### src/rtl/mac_seq.sv
// mac_seq: address/enable sequencer for one LSTM multiply-accumulate lane.
// Streams N operand addresses and drives the MAC clear/accumulate controls.
module mac_seq #(
    parameter int ADDR_WIDTH = 8,
    parameter int LEN_WIDTH  = 8
) (
    input  logic                  clk,
    input  logic                  rst,
    input  logic                  i_start,
    input  logic                  i_abort,
    input  logic [LEN_WIDTH-1:0]  i_len,
    input  logic [ADDR_WIDTH-1:0] i_base,
    output logic                  o_rd_en,
    output logic [ADDR_WIDTH-1:0] o_addr,
    output logic                  o_mac_clr,
    output logic                  o_acc,
    output logic                  o_busy,
    output logic                  o_done
);

    typedef enum logic [2:0] {
        IDLE,
        CLEAR,
        RUN,
        DRAIN,
        DONE
    } state_t;

    state_t                state;
    state_t                state_n;
    logic [LEN_WIDTH-1:0]  len;
    logic [LEN_WIDTH-1:0]  len_n;
    logic [LEN_WIDTH-1:0]  cnt;
    logic [LEN_WIDTH-1:0]  cnt_n;
    logic [ADDR_WIDTH-1:0] addr_n;
    logic                  rd_n;
    logic                  clr_n;
    logic                  acc_n;
    logic                  busy_n;
    logic                  done_n;

    // Outputs are computed for the upcoming state and registered with it.
    always_comb begin
        state_n = state;
        len_n   = len;
        cnt_n   = cnt;
        addr_n  = o_addr;
        rd_n    = 1'b0;
        clr_n   = 1'b0;
        busy_n  = 1'b0;
        done_n  = 1'b0;
        acc_n   = 1'b0;

        unique case (state)
            IDLE, DONE: begin
                state_n = IDLE;
                if (i_start) begin
                    state_n = CLEAR;
                    len_n   = i_len;
                    cnt_n   = '0;
                    clr_n   = 1'b1;
                    busy_n  = 1'b1;
                    if (i_len != '0) begin
                        rd_n   = 1'b1;
                        addr_n = i_base;
                    end
                end
            end
            CLEAR: begin
                if (len == '0) begin
                    state_n = DONE;
                    done_n  = 1'b1;
                end else if (len == LEN_WIDTH'(1)) begin
                    state_n = DRAIN;
                    busy_n  = 1'b1;
                end else begin
                    state_n = RUN;
                    busy_n  = 1'b1;
                    rd_n    = 1'b1;
                    addr_n  = o_addr + 1'b1;
                    cnt_n   = cnt + 1'b1;
                end
            end
            RUN: begin
                busy_n = 1'b1;
                // cnt tracks the term index of the address currently issued.
                if (cnt == len - 1'b1) begin
                    state_n = DRAIN;
                end else begin
                    rd_n   = 1'b1;
                    addr_n = o_addr + 1'b1;
                    cnt_n  = cnt + 1'b1;
                end
            end
            DRAIN: begin
                state_n = DONE;
                done_n  = 1'b1;
            end
            default: begin
                state_n = IDLE;
            end
        endcase

        if (i_abort && (state inside {CLEAR, RUN, DRAIN})) begin
            state_n = IDLE;
            cnt_n   = '0;
            addr_n  = '0;
            rd_n    = 1'b0;
            clr_n   = 1'b0;
            busy_n  = 1'b0;
            done_n  = 1'b0;
        end

        // Read data arrives one cycle after the address.
        acc_n = o_rd_en && (state_n != IDLE);
    end

    always_ff @(posedge clk or negedge rst) begin
        if (!rst) begin
            state     <= IDLE;
            len       <= '0;
            cnt       <= '0;
            o_addr    <= '0;
            o_rd_en   <= 1'b0;
            o_mac_clr <= 1'b0;
            o_acc     <= 1'b0;
            o_busy    <= 1'b0;
            o_done    <= 1'b0;
        end else begin
            state     <= state_n;
            len       <= len_n;
            cnt       <= cnt_n;
            o_addr    <= addr_n;
            o_rd_en   <= rd_n;
            o_mac_clr <= clr_n;
            o_acc     <= acc_n;
            o_busy    <= busy_n;
            o_done    <= done_n;
        end
    end

endmodule

### config.mk
export PLATFORM = sky130hd
export DESIGN_NAME = mac_seq
export DESIGN_NICKNAME = d
export VERILOG_FILES = /design/src/rtl/mac_seq.sv
export SDC_FILE = /design/constraint.sdc
export NUM_CORES = 1
export LEC_CHECK = 0
export ABC_AREA = 1
export BUFFER_PORTS_ARGS = -buffer_cell sky130_fd_sc_hd__buf_2
export CAP_MARGIN = 20
export CORE_MARGIN = 4
export CORE_UTILIZATION = 45
export CTS_CLUSTER_SIZE = 16
export DETAILED_ROUTE_END_ITERATION = 8
export PLACE_DENSITY_LB_ADDON = 0.12
export SLEW_MARGIN = 20
export SYNTH_ARGS = -nofsm -noshare
export SYNTH_HDL_FRONTEND = slang
export SYNTH_SLANG_ARGS = --single-unit
### constraint.sdc
create_clock -name clk -period 1.7 [get_ports clk]
set_input_delay 0.17 -clock clk [delete_from_list [all_inputs] [get_ports clk]]
set_output_delay 0.17 -clock clk [all_outputs]
set_load 0.005 [all_outputs]
== Word level (Yosys, flattened, before mapping) ==
Cells that the tools add are included.

* Equal/unequal tests: 11
* Reductions and logical operators: 12
* Add/sub/neg operators: 3
* Multiplexer cells: 35

{| class="wikitable"
|+ Operators by type and width
! kind !! count
|-
| 8-bit 2-to-1 mux || 11
|-
| 8-bit one-hot mux with 3 select lines || 2
|-
| 8-bit by 1-bit adder with 8-bit output, second input constant || 2
|-
| 1-bit 2-to-1 mux || 15
|-
| 3-bit one-hot mux with 4 select lines || 1
|-
| 3-bit 2-to-1 mux || 3
|-
| 3-bit by 2-bit != test with 1-bit output, second input constant || 3
|-
| 8-bit by 1-bit equality test with 1-bit output, second input constant || 1
|-
| 8-bit equality test || 1
|-
| 8-bit logical NOT || 1
|-
| 8-bit nonzero test || 1
|-
| 8-bit by 1-bit subtractor with 8-bit output, second input constant || 1
|-
| 3-bit by 2-bit equality test with 1-bit output, second input constant || 2
|-
| 3-bit != test, second input constant || 2
|-
| 1-bit one-hot mux with 3 select lines || 2
|-
| 6-bit AND reduction || 1
|-
| 3-bit nonzero test || 2
|-
| 5-bit AND reduction || 1
|-
| 4-bit nonzero test || 1
|-
| 3-bit by 1-bit equality test with 1-bit output, second input constant || 1
|-
| 3-bit equality test, second input constant || 1
|-
| 3-bit logical NOT || 1
|-
| 1-bit logical AND || 2
|-
| 1-bit one-hot mux with 2 select lines || 1
|-
| other kinds (2) || 2
|}

* Output and inout bits: 13
* Register bits: 32
* Input bits: 20
* Logic and storage cells: 70

== Logic depth before layout (Yosys ltp) ==
Gate-level depths: netlist (run 1).

* Depth in word-level cells: 7
* Depth in mapped cells: 16
* Mapped depth without buffers: 16

== Worst setup path after synthesis (run 1) ==
Ideal clock, no wire load.

* Kind: reg2reg
* Start: reg len[0]
* End: reg o_addr[2]
* Data required time: 1,583 ps
* Setup time: 117 ps
* Path slack: -162 ps
* Arrival: 1,746 ps
* Period minus slack after synthesis: 1,862 ps
* Stages on the path, launching flop included: 16
* Cells stage by stage: dfrtp_1 > inv_1 > ha_1 > nand2_1 > inv_1 > nor2_1 > nand3_1 > nor2_1 > nand2_1 > nor2_2 > nand3_2 > nand2_4 > nand2_4 > buf_6 > nand3_1 > nand2_1

* Word-level cells in the longest chain between the ends: 4
* Elaborated cells between the ends (all ways): 8
* Those cells by class: 1 x add/sub; 5 x eq/ne; 2 x reduce/logical

{| class="wikitable"
|+ RTL lines
! item !! line !! text
|-
| from (decl) || 31 || <nowiki>logic [LEN_WIDTH-1:0] len;</nowiki>
|-
| from (signal assigned) || 131 || <nowiki>len <= len_n;</nowiki>
|-
| 8-bit by 1-bit subtractor with 8-bit output || 87 || <nowiki>if (cnt == len - 1'b1) begin</nowiki>
|-
| 8-bit equality test || 87 ||
|-
| 3-bit by 2-bit != test with 1-bit output (no line) || n/a ||
|-
| 6-bit AND reduction (no line) * || n/a ||
|-
| to (signal assigned) || 133 || <nowiki>o_addr <= addr_n;</nowiki>
|-
| to (decl) || 14 || <nowiki>output logic [ADDR_WIDTH-1:0] o_addr,</nowiki>
|}

Every way passes the cells marked *; elsewhere a longest branch is shown, timed or not.
A chain may end at the register's enable or synchronous reset.

== Worst setup path in the final report (run 1) ==
* Start: reg len[0]
* End: reg cnt[2]

* Word-level cells in the longest chain between the ends: 4
* Elaborated cells between the ends (all ways): 8
* Those cells by class: 1 x add/sub; 5 x eq/ne; 2 x reduce/logical

{| class="wikitable"
|+ RTL lines
! item !! line !! text
|-
| 8-bit by 1-bit subtractor with 8-bit output || 87 ||
|-
| 8-bit equality test || 87 ||
|-
| 3-bit by 2-bit != test with 1-bit output (no line) || n/a ||
|-
| 5-bit AND reduction (no line) * || n/a ||
|-
| to (signal assigned) || 132 || <nowiki>cnt <= cnt_n;</nowiki>
|-
| to (decl) || 33 || <nowiki>logic [LEN_WIDTH-1:0] cnt;</nowiki>
|}

Marked as above.

==> metrics.yaml, run 1 <==
status: "finished, violations left"
violations: "setup timing"
antenna_left: 0
vias: 1922
synth_xor_area_share_pct: 5.06
rsz0062_at_grt: "true"
timing.final.ws_setup_ps: -170
power.density_mw_per_mm2: 1720
grt_pass1_wl_mm: 7.71
synth_top_family_by_area: "simple AND/OR/NAND/NOR gates"
tightestPinTransition_ps: 707
synth_ff_type: "dfrtp_1"
final_common_cell: "nand2_1"
maxCapViolations: 0
dieArea_sq_mm: 0.00577
crit_path_end: "cnt[2]"
cts_root_buf: "clkbuf_8"
clock_sinks: 32
muxShareOfSynthArea_pct: 0
p_leak_nw: 1.43
path_class: "reg2reg"
fin_crit_sh_pct: 110
grt_overflow_total: 0
synth_top_area_share_pct: 38.6
synth_nets: 308
drt_iter0_markers: 108
core.rowCount: 24
syn_inst: 283
grt_use_total_pct: 16.1
end_kind: "flip-flop"
clk_latency_ps: 280
grt_pass1_vias: 1699
wirelength_mm: 4.62
irDropWorstVdd_mv: 0.781
avgRoutedWirePerCell_um: 11.7
final-hold-violation-count: 0
nFillCells: 392
syn2layout_area_growth_pct: 26.1
crit_fanout: 7
clk_path_buf_depth: 2
synth-simple-area-share_pct: 32.8
r2r_cells: 15
synth-edff-count: 0
final.setup_skew_ps: 6.62
reg2reg_from: "len[0]"
placed_area_sq_mm: 0.00244
setup_violations: 17
die_h_um: 75.9
die_w_um: 75.9
hold_ws_ps: 156
yosys_warnings: 0
final_max_slew_viol_count: 0
grt_max_degree: 33
period_minus_slack_ps: 1870
avgSynthCellArea_sq_um: 7.34
clk_pin_slew_ps: 60
worstSetupStartpoint: "len[0]"
setup-tns-final_ps: -2520
synth_compound_area_share_pct: 9.70
hpwl_mm: 3.40
r2r_setup_slack_ps: -170
yosys-top-cells-area: "dfrtp_1 (39%), nand2_1 (14%), inv_1 (8.7%)"
synth-seq-cells: 32
fin_area_sq_mm: 0.00262
nets: 365
fmax_ghz: 0.535
synth_fa_ha_area_share_pct: 3.01
cts_max_level: 2
initial_utilization_pct: 47.1
diodes: 0
numCtsBuffers: 5
post-place-ws_ps: -235
drc: 0
slew-limit-headroom_pct: 52.9
cts_tree: "built"
critPathRequiredTime_ps: 1870
antenna_found_initial: 0
viasPerCell: 4.89
cp.arrival_ps: 2040
holdCritPathClass: "in2reg"
syn_area_sq_mm: 0.00208
globalplace.congestion: 0.818
rr_endpoint: "cnt[2]"
p_total_w: 0.00450
start_kind: "flip-flop"
layout-drive-gt1-share_pct: 26.7
synth_cell_types: 34
io_buffers: 32
core_area_sq_mm: 0.00441
firstDrtPassIters: 4
synth_area_leader_cell: "dfrtp_1"
mostFrequentLayoutCells: "nand2_1 (74), inv_1 (46), buf_2 (32)"
synthArstFlopShare_pct: 100
io_pins: 33
yosysSeqAreaShare_pct: 38.6
==> metal layers <==
layer | GRT usage, % | routed length, um | part of all wire, % | up-vias
met3 | 3.32 | 195 | 4.2 | 8
met4 | 5.52 | 64 | 1.4 | 0
met5 | 0 | 0 | 0 | -
met1 | 21.5 | 2210 | 48 | 869
met2 | 25.7 | 2150 | 47 | 39
li1 | - | - | - | 1006
==> worst max-delay path, stage by stage, from the launching register on <==
cell and delay [ps]:
dfrtp_1 390, inv_2 90, ha_4 200, nand2_2 50, inv_1 30, nor2_1 80, nand3_1 80, nor2_1 90
nand2_1 100, nor2_4 130, nand3_2 120, nand2_4 110, buf_6 110, nor2_4 50, nand2_1 50, o21ai_0 70
==> through the flow <==
step                      std cells  utilization, %
after floorplan                 283               -
final                           393            59.4
after CTS                       392            58.4
after global routing            393            59.4
after detailed placement        383            55.3
after global placement          383            55.3
==> timing repair <==
item / in CTS / in global routing
setup endpoints to repair: 17 / 20
hold buffers: 1 / 0
pin swaps: 6 / 5
gates resized for setup: 9 / 10
endpoints found under the hold margin: 32 / 0
buffers inserted: 0 / 1
==> cell type report <==
type                    instances  area [sq um]  area share (%)
multi-input cells             197          1130            43.0
flip-flops and latches         32           802            30.6
repair buffers                 54           332            12.7
inverters                      50           201            7.69
clock buffers                   6          82.6            3.15
well taps                      52          65.1            2.48
clock inverters                 2          10.0           0.382
==> power by group <==
group,internal [W],total [W],switching [W]
registers,0.00104,0.00132,0.000289
clock network,0.000323,0.000602,0.000280
logic,0.00111,0.00257,0.00146
==> sequential cells by signal (all words and copies together), names as in the netlist <==
register and flops:
cnt 8, len 8, o_acc 1, o_addr 8, o_busy 1, o_done 1, o_mac_clr 1, o_rd_en 1
state 3
==> synth_stat cells (2+ instances only) <==
cell type,n
ha_1,5
nand2_1,76
nand3_1,20
nand3_2,3
nor3_1,5
xnor2_1,5
xor2_1,7
clkbuf_1,2
dfrtp_1,32
nor2_1,22
nor2_2,4
nand4_1,5
o21bai_1,2
nor2_4,2
a21oi_1,6
nand2_4,3
nand2_2,2
o21ai_0,19
inv_1,48
==> worst min-delay path by stage <==
stage | startpoint | endpoint | slack (ps) | depth (start not counted)
after floorplan | rst | cnt[0] | -130 | 0
after global placement | rst | cnt[2] | 270 | 1
after detailed placement | rst | cnt[2] | 270 | 1
after CTS | i_len[5] | len[5] | 150 | 3
after global routing | i_len[5] | len[5] | 170 | 3
final | i_len[6] | len[6] | 160 | 3
==> cells by family (layout without fill, tap and decap cells) <==
| group | Yosys count | count (layout) |
|---|---|---|
| AOI/OAI and AO/OA | 35 | 35 |
| xor gates and xnor gates | 12 | 12 |
| adders and majority gates | 5 | 5 |
| buffers and inverters | 54 | 112 |
| DFF | 32 | 32 |
| and+or+nand+nor | 145 | 145 |
(Power assumes the default switching activity.)
==> inputs of run 2 (changes only) <==
- BUFFER_PORTS_ARGS: -buffer_cell sky130_fd_sc_hd__buf_2 -> default
- DONT_BUFFER_PORTS: default -> 1
- clock period: 1.7 -> 2.43 ns (I/O delays scaled with it)
==> run 2 against run 1 <==
  * The flow now finishes without violations
  * Critical path depth stayed put
  * Flip-flop and latch count unchanged
  * Routed wire length decreased by 10%
  * Highest routed layer unchanged
  * Non-clock buffer count fell by 51
  * Register-to-register slack gained 500 ps
  * Clock skew up 0.92 ps
  * Final area decreased by 15%
  * Sequential share of layout area increased by 5.2 points
  * Clock-buffer cell count unchanged
  * Global-route usage decreased by 0.86 points
==> metrics.yaml, run 2 (synthesized netlist as in run 1, its figures left out) <==
status: "complete, no violations"
hold_path_depth: 2
p_int_w: 0.00140
p_leak_nw: 1.19
netSwitchingPower_w: 0.00123
clock_power_share_pct: 14.3
syn2layout_area_growth_pct: 7.53
avgRoutedWirePerCell_um: 12.2
crit_chain: "inv_1 -> ha_1 -> nand2_1 -> inv_1 -> nor2_1 -> nand3_1 -> nor2_1 -> nand2_1 -> nor2_2 -> nand3_2 -> nand2_4 -> nand2_4 -> nand2_2 -> nand2_1 -> nand2_1"
grt_pass1_wl_mm: 7.37
path_class: "reg2reg"
nets: 314
nFillCells: 426
r2r_setup_slack_ps: 330
initial_utilization_pct: 47.1
numCtsBuffers: 5
top_regs: "cnt (8), len (8), o_addr (8)"
dieArea_sq_mm: 0.00577
rr_endpoint: "o_addr[6]"
vias: 1695
min_from: "i_len[6]"
diodes: 0
cts_max_level: 2
reg2reg_from: "len[0]"
r2r_cells: 15
cts_setup_buffers: 0
setup-tns-final_ps: 0
io_pins: 33
timing.final.ws_setup_ps: 326
slew-limit-headroom_pct: 62.1
post-route-util_pct: 50.6
viasPerCell: 4.97
fin_crit_sh_pct: 86.6
grt_pass1_vias: 1579
wirelength_mm: 4.15
mostFrequentLayoutCells: "nand2_1 (76), inv_1 (48), dfrtp_1 (32)"
globalplace.congestion: 0.813
grt_overflow_total: 0
critPathRequiredTime_ps: 2650
fmax_ghz: 0.475
final_common_cell: "nand2_1"
layout-drive-gt1-share_pct: 9.34
drt_iter0_markers: 129
holdBufCountCts: 2
die_h_um: 75.9
core_area_sq_mm: 0.00441
grt_max_degree: 33
firstDrtPassIters: 4
max_stage_delay_ps: 400
cts-resized-gates: 0
power_frac_seq_pct: 36.1
rsz0062_at_grt: "false"
setup_violations: 0
holdCritPathClass: "in2reg"
cp.arrival_ps: 2320
power.density_mw_per_mm2: 1180
slowest_stage: "dfrtp_1"
fin_area_sq_mm: 0.00223
min_to: "len[6]"
core.rowCount: 24
p_sw_share_pct: 46.8
clk_pin_slew_ps: 70
start_kind: "flip-flop"
maxCapViolations: 0
crit_fanout: 17
placed_area_sq_mm: 0.00213
final-hold-violation-count: 0
crit_top_cell: "nand2_1"
hpwl_mm: 3.11
die_w_um: 75.9
final.setup_skew_ps: 7.54
post-place-ws_ps: 345
period_minus_slack_ps: 2100
final_max_slew_viol_count: 0
end_kind: "flip-flop"
tightestPinTransition_ps: 568
clock_sinks: 32
clk_latency_ps: 280
irDropWorstVdd_mv: 0.536
cts_root_buf: "clkbuf_8"
antenna_left: 0
clk_path_buf_depth: 2
cts_tree: "built"
drc: 0
antenna_found_initial: 0
grt_use_total_pct: 15.2
p_comb_share_pct: 49.6
io_buffers: 0
run 2: changes by cell type in the layout (fill, tap and decap cells not counted), moves of 3 or more:
cell / delta
buf_4: -19
buf_2: -32
o21ai_1: -3
nor2_4: -3
o21ai_0: +3
run 2: power by group through the flow:
stage	Combinational [W]	Clock, W	Sequential, W
6_report	0.00131	0.000376	0.000952
5_1_grt	0.00152	0.000417	0.000986
4_1_cts	0.00132	0.000392	0.000956
3_5_place_dp	0.00130	0	0.000963
3_3_place_gp	0.00130	0	0.000970
2_1_floorplan	0.00111	0	0.000911
run 2: how the worst max path moves through the flow:
stage | from | to | slack, ps | cells past startpoint
global route | len[0] | o_addr[5] | 100 | 15
floorplan | len[0] | o_addr[2] | 570 | 15
detailed placement | len[0] | o_addr[6] | 350 | 15
finish | len[0] | o_addr[6] | 330 | 15
global placement | len[0] | o_addr[0] | 380 | 15
CTS | len[0] | o_addr[0] | 320 | 15
run 2: final cells by class:
type,count,area [sq um],share of cell area (%)
Clock inverter,1,5.00,0.224
Timing Repair Buffer,3,37.5,1.68
Clock buffer,6,72.6,3.25
Sequential cell,32,801,35.9
Multi-Input combinational cell,197,1050,47.1
Tap cell,52,65.1,2.91
Inverter,50,201,9.02
run 2: worst max-delay path: cells and delay by family (launching register included):
| kind | cells | cell delay (ps) |
|---|---|---|
| fa+ha+maj | 1 | 280 |
| flops | 1 | 400 |
| buf+inv | 2 | 190 |
| simple gates | 12 | 1160 |
run 2: per-stage QoR:
stage / hold slack, ps / std cells / total power (W)
floorplan: -52.6 / 283 / 0.00202
global placement: -51.2 / 332 / 0.00226
detailed placement: -51.0 / 332 / 0.00227
CTS: 122 / 341 / 0.00267
global route: 130 / 341 / 0.00292
finish: 128 / 341 / 0.00264
run 2: per-layer routing:
| metal | global-route usage [%] | wire length (um) |
|---|---|---|
| met1 | 22.1 | 2130 |
| met2 | 21.5 | 1810 |
| met3 | 4.86 | 179 |
| met4 | 4.45 | 34 |
| met5 | 0 | 0 |
